[src/rtl/bus_req_queue.sv]
`default_nettype none
// ============================================================================
// Module      : bus_req_queue
// Description : Client request FIFO feeding a one-command-at-a-time bus
//               master port. Writes are followed by a fixed idle gap; reads
//               wait for read data and hold a response until accepted.
//               Optional macro BUS_REQ_TIMEOUT_EN adds a read wait limit
//               (RD_TIMEOUT) that returns 8'hFF with rsp_err set.
// Revision    : 1.0 - initial release
// ============================================================================
module bus_req_queue #(
  parameter int unsigned DEPTH      = 4,
  parameter int unsigned WR_WAIT    = 40,
  parameter int unsigned RD_TIMEOUT = 255
) (
  input  logic        clk,
  input  logic        rstn,
  input  logic        req_valid,
  output logic        req_ready,
  input  logic        req_mode,
  input  logic [15:0] req_addr,
  input  logic [7:0]  req_wdata,
  output logic        rsp_valid,
  input  logic        rsp_ready,
  output logic [7:0]  rsp_data,
  output logic [15:0] rsp_addr,
  output logic        rsp_err,
  output logic        m_start,
  output logic        m_mode,
  output logic [15:0] m_addr,
  output logic [7:0]  m_wr_data,
  input  logic [7:0]  m_rd_data,
  input  logic        m_wr_en
);

  localparam int unsigned c_ptr_w   = (DEPTH > 1) ? $clog2(DEPTH) : 1;
  localparam int unsigned c_cnt_w   = c_ptr_w + 1;
  // The wait counter is shared by the write gap and the optional read limit.
  localparam int unsigned c_cnt_max = (WR_WAIT > RD_TIMEOUT) ? WR_WAIT : RD_TIMEOUT;
  localparam int unsigned c_wait_w  = $clog2(c_cnt_max + 1);

  typedef enum logic [2:0] {
    S_IDLE    = 3'd0,
    S_ISSUE   = 3'd1,
    S_WAIT_WR = 3'd2,
    S_WAIT_RD = 3'd3,
    S_RESP    = 3'd4
  } state_e;

  state_e               state_q, state_d;
  logic [c_wait_w-1:0]  wait_q, wait_d;
  logic [c_ptr_w-1:0]   wr_ptr_q, rd_ptr_q;
  logic [c_cnt_w-1:0]   count_q;
  logic [24:0]          fifo_q [DEPTH];
  logic                 m_mode_q;
  logic [15:0]          m_addr_q;
  logic [7:0]           m_wdata_q;
  logic [7:0]           rsp_data_q;
  logic [15:0]          rsp_addr_q;
  logic                 w_push, w_pop, w_capture;
`ifdef BUS_REQ_TIMEOUT_EN
  logic                 w_timeout;
  logic                 rsp_err_q;
`endif

  assign req_ready = (count_q < c_cnt_w'(DEPTH));
  assign w_push    = req_valid && req_ready;
  // The head leaves the FIFO on the same edge the FSM moves to ISSUE.
  assign w_pop     = (state_q == S_IDLE) && (count_q != '0);

  assign m_start   = (state_q == S_ISSUE);
  assign m_mode    = m_mode_q;
  assign m_addr    = m_addr_q;
  assign m_wr_data = m_wdata_q;
  assign rsp_valid = (state_q == S_RESP);
  assign rsp_data  = rsp_data_q;
  assign rsp_addr  = rsp_addr_q;
`ifdef BUS_REQ_TIMEOUT_EN
  assign rsp_err   = rsp_err_q;
`else
  assign rsp_err   = 1'b0;
`endif

  // Next-state logic: sequencing of issue, wait and response phases
  always_comb begin
    state_d   = state_q;
    wait_d    = wait_q;
    w_capture = 1'b0;
`ifdef BUS_REQ_TIMEOUT_EN
    w_timeout = 1'b0;
`endif
    unique case (state_q)
      S_IDLE: begin
        if (w_pop) state_d = S_ISSUE;
      end
      S_ISSUE: begin
        wait_d  = '0;
        state_d = m_mode_q ? S_WAIT_WR : S_WAIT_RD;
      end
      S_WAIT_WR: begin
        if (wait_q == c_wait_w'(WR_WAIT - 1)) state_d = S_IDLE;
        else                                  wait_d  = wait_q + 1'b1;
      end
      S_WAIT_RD: begin
        // Real read data wins over a timeout landing on the same edge.
        if (m_wr_en) begin
          w_capture = 1'b1;
          state_d   = S_RESP;
        end
`ifdef BUS_REQ_TIMEOUT_EN
        else if (wait_q == c_wait_w'(RD_TIMEOUT - 1)) begin
          w_timeout = 1'b1;
          state_d   = S_RESP;
        end else begin
          wait_d = wait_q + 1'b1;
        end
`endif
      end
      S_RESP: begin
        if (rsp_ready) state_d = S_IDLE;
      end
      default: state_d = S_IDLE;
    endcase
  end

  // State, wait counter, FIFO pointers/occupancy, command and response registers
  always_ff @(posedge clk or negedge rstn) begin
    if (!rstn) begin
      state_q    <= S_IDLE;
      wait_q     <= '0;
      wr_ptr_q   <= '0;
      rd_ptr_q   <= '0;
      count_q    <= '0;
      m_mode_q   <= 1'b0;
      m_addr_q   <= '0;
      m_wdata_q  <= '0;
      rsp_data_q <= '0;
      rsp_addr_q <= '0;
`ifdef BUS_REQ_TIMEOUT_EN
      rsp_err_q  <= 1'b0;
`endif
    end else begin
      state_q <= state_d;
      wait_q  <= wait_d;
      if (w_push) wr_ptr_q <= wr_ptr_q + 1'b1;
      if (w_pop)  rd_ptr_q <= rd_ptr_q + 1'b1;
      case ({w_push, w_pop})
        2'b10:   count_q <= count_q + 1'b1;
        2'b01:   count_q <= count_q - 1'b1;
        default: count_q <= count_q;
      endcase
      if (w_pop) begin
        {m_mode_q, m_addr_q, m_wdata_q} <= fifo_q[rd_ptr_q];
      end
      if (w_capture) begin
        rsp_data_q <= m_rd_data;
        rsp_addr_q <= m_addr_q;
`ifdef BUS_REQ_TIMEOUT_EN
        rsp_err_q  <= 1'b0;
`endif
      end
`ifdef BUS_REQ_TIMEOUT_EN
      if (w_timeout) begin
        rsp_data_q <= 8'hFF;
        rsp_addr_q <= m_addr_q;
        rsp_err_q  <= 1'b1;
      end
`endif
    end
  end

  // FIFO storage; entries are only meaningful between push and pop
  always_ff @(posedge clk) begin
    if (w_push) fifo_q[wr_ptr_q] <= {req_mode, req_addr, req_wdata};
  end

endmodule
`default_nettype wire

[config.mk]
export PLATFORM = sky130hd
export DESIGN_NAME = bus_req_queue
export DESIGN_NICKNAME = d
export VERILOG_FILES = /design/src/rtl/bus_req_queue.sv
export SDC_FILE = /design/constraint.sdc
export NUM_CORES = 1
export LEC_CHECK = 0
export ABC_CLOCK_PERIOD_IN_PS = 7400
export BUFFER_PORTS_ARGS = -buffer_cell sky130_fd_sc_hd__clkbuf_2
export CORE_MARGIN = 1.5
export CORE_UTILIZATION = 58
export DETAILED_ROUTE_END_ITERATION = 16
export PLACE_DENSITY = 0.8
export SLEW_MARGIN = 20
export SYNTH_ARGS = -nofsm -noshare
export SYNTH_HDL_FRONTEND = slang
export SYNTH_SLANG_ARGS = --single-unit
[constraint.sdc]
create_clock -name clk -period 7.4 [get_ports clk]
set_clock_uncertainty 0.05 [all_clocks]
set_input_delay 1.48 -clock clk [delete_from_list [all_inputs] [get_ports clk]]
set_output_delay 1.48 -clock clk [all_outputs]
set_load 0.02 [all_outputs]
; Yosys cells after proc, flatten, opt, wreduce, memory -nomap -nowiden
; Memory sizes are Yosys's and may differ from the RTL's. A register that Yosys moved wholly into a read port is not among the register bits.
; Index checks and enable logic that the tools add are counted.
[word_totals]
ff_bits = 42
ram_bits = 100
in_bits = 38
output_inout_bits = 53
n_memories = 1
[op_classes]
addsub = 5
order_cmp = 1
eq_ne = 12
n_mux = 13
n_reduce_logical = 9
[memory_table]
columns = memory, words, width, read_ports, rd_clocked_by_memory_dff, wr, line
row1 = fifo_q, 4, 25, 1, 1, 1, 54  ; logic [24:0] fifo_q [DEPTH];
[op_table]
columns = cell, n
row1 = $pmux 8 s2, 1
row2 = $pmux 3 s5, 1
row3 = $mux 3, 4
row4 = $add 8x1->8 const B, 1
row5 = $eq 8x6->1 const B, 1
row6 = $mux 8, 1
row7 = $ne 2x2->1 const B, 4
row8 = $eq 3x2->1 const B, 2
row9 = $pmux 3 s2, 1
row10 = $mux 1, 5
row11 = $add 2x1->2 const B, 2
row12 = $reduce_and 4->1, 1
row13 = $reduce_bool 2->1, 2
row14 = $add 3x1->3 const B, 1
row15 = $eq 3x1->1 const B, 1
row16 = $eq 3x3->1 const B, 1
row17 = $logic_not 3->1, 1
row18 = $lt 3x3->1 const B, 1
row19 = $reduce_bool 3->1, 1
row20 = $sub 3x1->3 const B, 1
row21 = $eq 2x1->1 const B, 1
row22 = $eq 2x2->1 const B, 1
row23 = $logic_and 1x1->1, 2
row24 = $ne 2x1->1 const B, 1
row25 = other kinds (2), 2

; Longest topological paths before layout
[depth]
word_depth = 4
mapped_depth = 9
mapped_depth_nobuf = 8

; Worst setup path before layout
; OpenSTA, ideal clock, no wires.
[synth_path]
kind = in2reg
startpoint = in req_valid
endpoint = mem fifo_q[0][0], enable pin
setup_time_ns = 0.384
t_arrival_ns = 2.480
required_time_ns = 6.966
slack_ns = 4.486
path_stages = 3
cell_sequence = nor2b_1 clkbuf_1 and2_1
[synth_between]
elab_chain_cells = 3
[synth_lines]
columns = element, line
row1 = from (decl), 18  ; input logic req_valid,
row2 = $logic_and 1x1->1, 67  ; assign w_push = req_valid && req_ready;
row3 = $mux 1, 174  ; if (w_push) fifo_q[wr_ptr_q] <= {req_mode, req_addr, req_wdata};
row4 = $mux 1 (not written as such), 174
row5 = to (decl), 54
; Every way passes these cells.

; Worst setup path in the final report
[layout_path]
startpoint = reg state_q[2]
endpoint = out m_start
[layout_between]
elab_chain_cells = 1
[layout_lines]
columns = element, line
row1 = from (decl), 50  ; state_e state_q, state_d;
row2 = from (signal assigned), 143  ; state_q <= state_d;
row3 = $eq 3x1->1, 71  ; assign m_start = (state_q == S_ISSUE);
row4 = to (decl), 28  ; output logic m_start,
; Every way passes these cells.

==> impl_metrics.json <==
{
  "worstPathRequired_ns": 5.87,
  "hold_class": "flop to flop",
  "antenna_cells": 0,
  "via_per_inst": 5.673,
  "grtUsageTotal_pct": 21.68,
  "criticalPathCategory": "flop to output pin",
  "yosys_warnings": 0,
  "dp_hpwl_mm": 6.622,
  "grt_max_degree": 68,
  "seq_power_share_pct": 42.8,
  "drt_wl_total_mm": 11.51,
  "cts_inserted_buffers": 17,
  "tightestPinTransition_ns": 0.9134,
  "p_comb_share_pct": 29.9,
  "ant_nets": 0,
  "core-area_um2": 10840,
  "status": "finished clean",
  "grt_pass1_wl_mm": 17.84,
  "period_share_pct": 45.30,
  "internal_power_mw": 2.326,
  "synthesis.area_um2": 6469,
  "fin_cells": 593,
  "cts_tree": "built",
  "gp_congestion": 0.7470,
  "synth_compound_area_share_pct": 1.547,
  "yosys-top-cells-count": "edfxtp_1, dfrtp_1, mux2_2",
  "syn_nets": 392,
  "met2_length_mm": 5.913,
  "drive_gt1_share_pct": 45.25,
  "p_total_mw": 3.426,
  "io-pin-count": 91,
  "max_freq_mhz": 298.3,
  "synth.area.top_cells": "edfxtp_1, dfrtp_1, mux4_2",
  "initial_core_util_pct": 59.67,
  "clockBufferDepth": 2,
  "die_x_um": 108.6,
  "fin_crit_ns": 3.353,
  "max_cap_viol_count": 0,
  "cp-end-kind": "output pin",
  "r2r_slack_ns": 5.32,
  "overflow": 0,
  "rsz0062_at_grt": "no",
  "synth-xor-area-share_pct": 0.9478,
  "synthSimpleGateAreaFrac_pct": 3.965,
  "p_sw_mw": 1.101,
  "clk_latency_ns": 0.54,
  "std_cell_rows": 38,
  "synth-adder-area-share_pct": 1.470,
  "yosysTopAreaCellShare_pct": 46.42,
  "drv_slew": 0,
  "die_area_um2": 11800,
  "antenna_found_initial": 0,
  "ys_seq_elements": 167,
  "cp_max_fo": 8,
  "slew-limit-headroom_pct": 39.11,
  "synth.avg_cell_area_um2": 18.64,
  "cp_data_arrival_time_ns": 1.82,
  "cts_resized": 0,
  "drt_iter0_markers": 194,
  "h-tree-depth": 4,
  "cts_hold_buf": 0,
  "grt_pass1_vias": 3356,
  "synth_cells": 347,
  "worstPathCellList": "nand2b_1, or2_2, inv_1, clkbuf_2",
  "yosysMostFrequentCell": "edfxtp_1",
  "cp_slowest_cell": "dfrtp_1",
  "synth_edf_count": 100,
  "root_buffer": "clkbuf_8",
  "setup_tns_ns": 0,
  "place_inst": 561,
  "powerDensity_nw_per_um2": 448.2,
  "start_kind": "flop",
  "ys_seq_area_share_pct": 72.34,
  "post_cts_buffers": 0,
  "cts.sinks": 167,
  "wl_met3_um": 634,
  "drc_errors": 0,
  "clk_pin_slew_worst_paths_ns": 0.06,
  "power.share.switching_pct": 32.13,
  "nNetsFinal": 485,
  "p_leak_nw": 3.018,
  "yosysUniqueCellTypes": 36,
  "critical-path-max-stage-delay_ns": 0.47,
  "setup_violations": 0,
  "synth_ff_type": "edfxtp_1",
  "yosysTopAreaCell": "edfxtp_1",
  "max-vdd-ir-drop_v": 0.0002781,
  "dieHeight_um": 108.6,
  "p_clk_share_pct": 27.2,
  "via_count": 3364,
  "io_buffers": 89,
  "drt-pass1-iter-count": 4,
  "syn2layout_area_growth_pct": 18.18,
  "finalHoldViolCount": 0,
  "wire_per_inst_um": 19.42,
  "wl_met1_mm": 4.792,
  "synthArstFlopShare_pct": 40.12,
  "synth_top_family_by_area": "multiplexers",
  "highest_layer": "met4",
  "synthMuxAreaShare_pct": 17.54
}
## layer usage
layer / up-vias / track usage (%)
li1: 1511 / -
met1: 1727 / 27.65
met2: 106 / 35.09
met3: 20 / 6.992
met4: 0 / 7.989
met5: - / 0
## state kept, by name, indices dropped and copies added (netlist names)
signal / count
wait_q: 8
count_q: 3
m_mode: 1
rsp_addr: 16
rsp_data: 8
state_q: 3
fifo_q: 100
wr_ptr_q: 2
rd_ptr_q: 2
m_addr: 16
m_wr_data: 8
## placed cells by master, fill, tap and decap left out, types with 6 or more instances in the layout
master / count
ha_1: 6
a21oi_1: 7
clkbuf_2: 88
mux4_2: 25
mux2_2: 49
edfxtp_1: 100
clkbuf_16: 16
o21ai_0: 6
nand3_1: 9
dfrtp_1: 65
inv_1: 10
nand2_1: 9
## power by group through the flow
| stage | Combinational [mW] | Clock, mW | Sequential (mW) |
|---|---|---|---|
| after global placement | 1.01 | 0 | 1.47 |
| after floorplan | 0.671 | 0 | 1.54 |
| after global routing | 1.11 | 0.985 | 1.51 |
| after CTS | 1.04 | 0.949 | 1.48 |
| after detailed placement | 1.03 | 0 | 1.49 |
| final | 1.02 | 0.933 | 1.47 |
## kinds of logic after synthesis
group / Yosys count
multiplexers: 76
other: 1
adder cells (fa/ha/maj): 7
AND/OR/NAND/NOR: 45
buffers and inverters: 27
flip-flops: 167
AO/OA/AOI/OAI: 17
XOR/XNOR: 7
## worst paths after layout
check | cells past startpoint | endpoint | startpoint
max reg2reg | 2 | m_addr[15] | rd_ptr_q[0]
min reg2reg | 1 | rsp_addr[4] | rsp_addr[4]
max in group asynchronous | 1 | rd_ptr_q[0] | rstn
min | 1 | rsp_addr[4] | rsp_addr[4]
min in group asynchronous | 1 | wait_q[0] | rstn
max | 4 | m_start | state_q[2]
## per-stage QoR
stage                     hold slack, ns  cell area [um2]  utilization, %  worst slack (ns)
after floorplan                   0.4172             6469               -             4.486
after global placement            0.4354             7008           64.65             3.926
after detailed placement          0.4421             7013           64.69             4.307
after CTS                         0.4573             7645           70.52             4.017
after global routing              0.4633             7645           70.52             3.937
final                             0.4520             7645           70.52             4.047
## critical path, delay by kind of cell (launching register included)
kind          cells  cell delay (ns)
simple gates      2             0.58
flops             1             0.47
buf+inv           2             0.23
## area by class of cell
cell class	count	area [um2]
Clock inverter	12	186.4
Fill cell	674	3196
Timing Repair Buffer	91	462.9
Clock buffer	20	445.4
Sequential cell	167	4682
Tap cell	140	175.2
Multi-Input combinational cell	153	1655
Inverter	10	37.54
(Power assumes the default switching activity.)
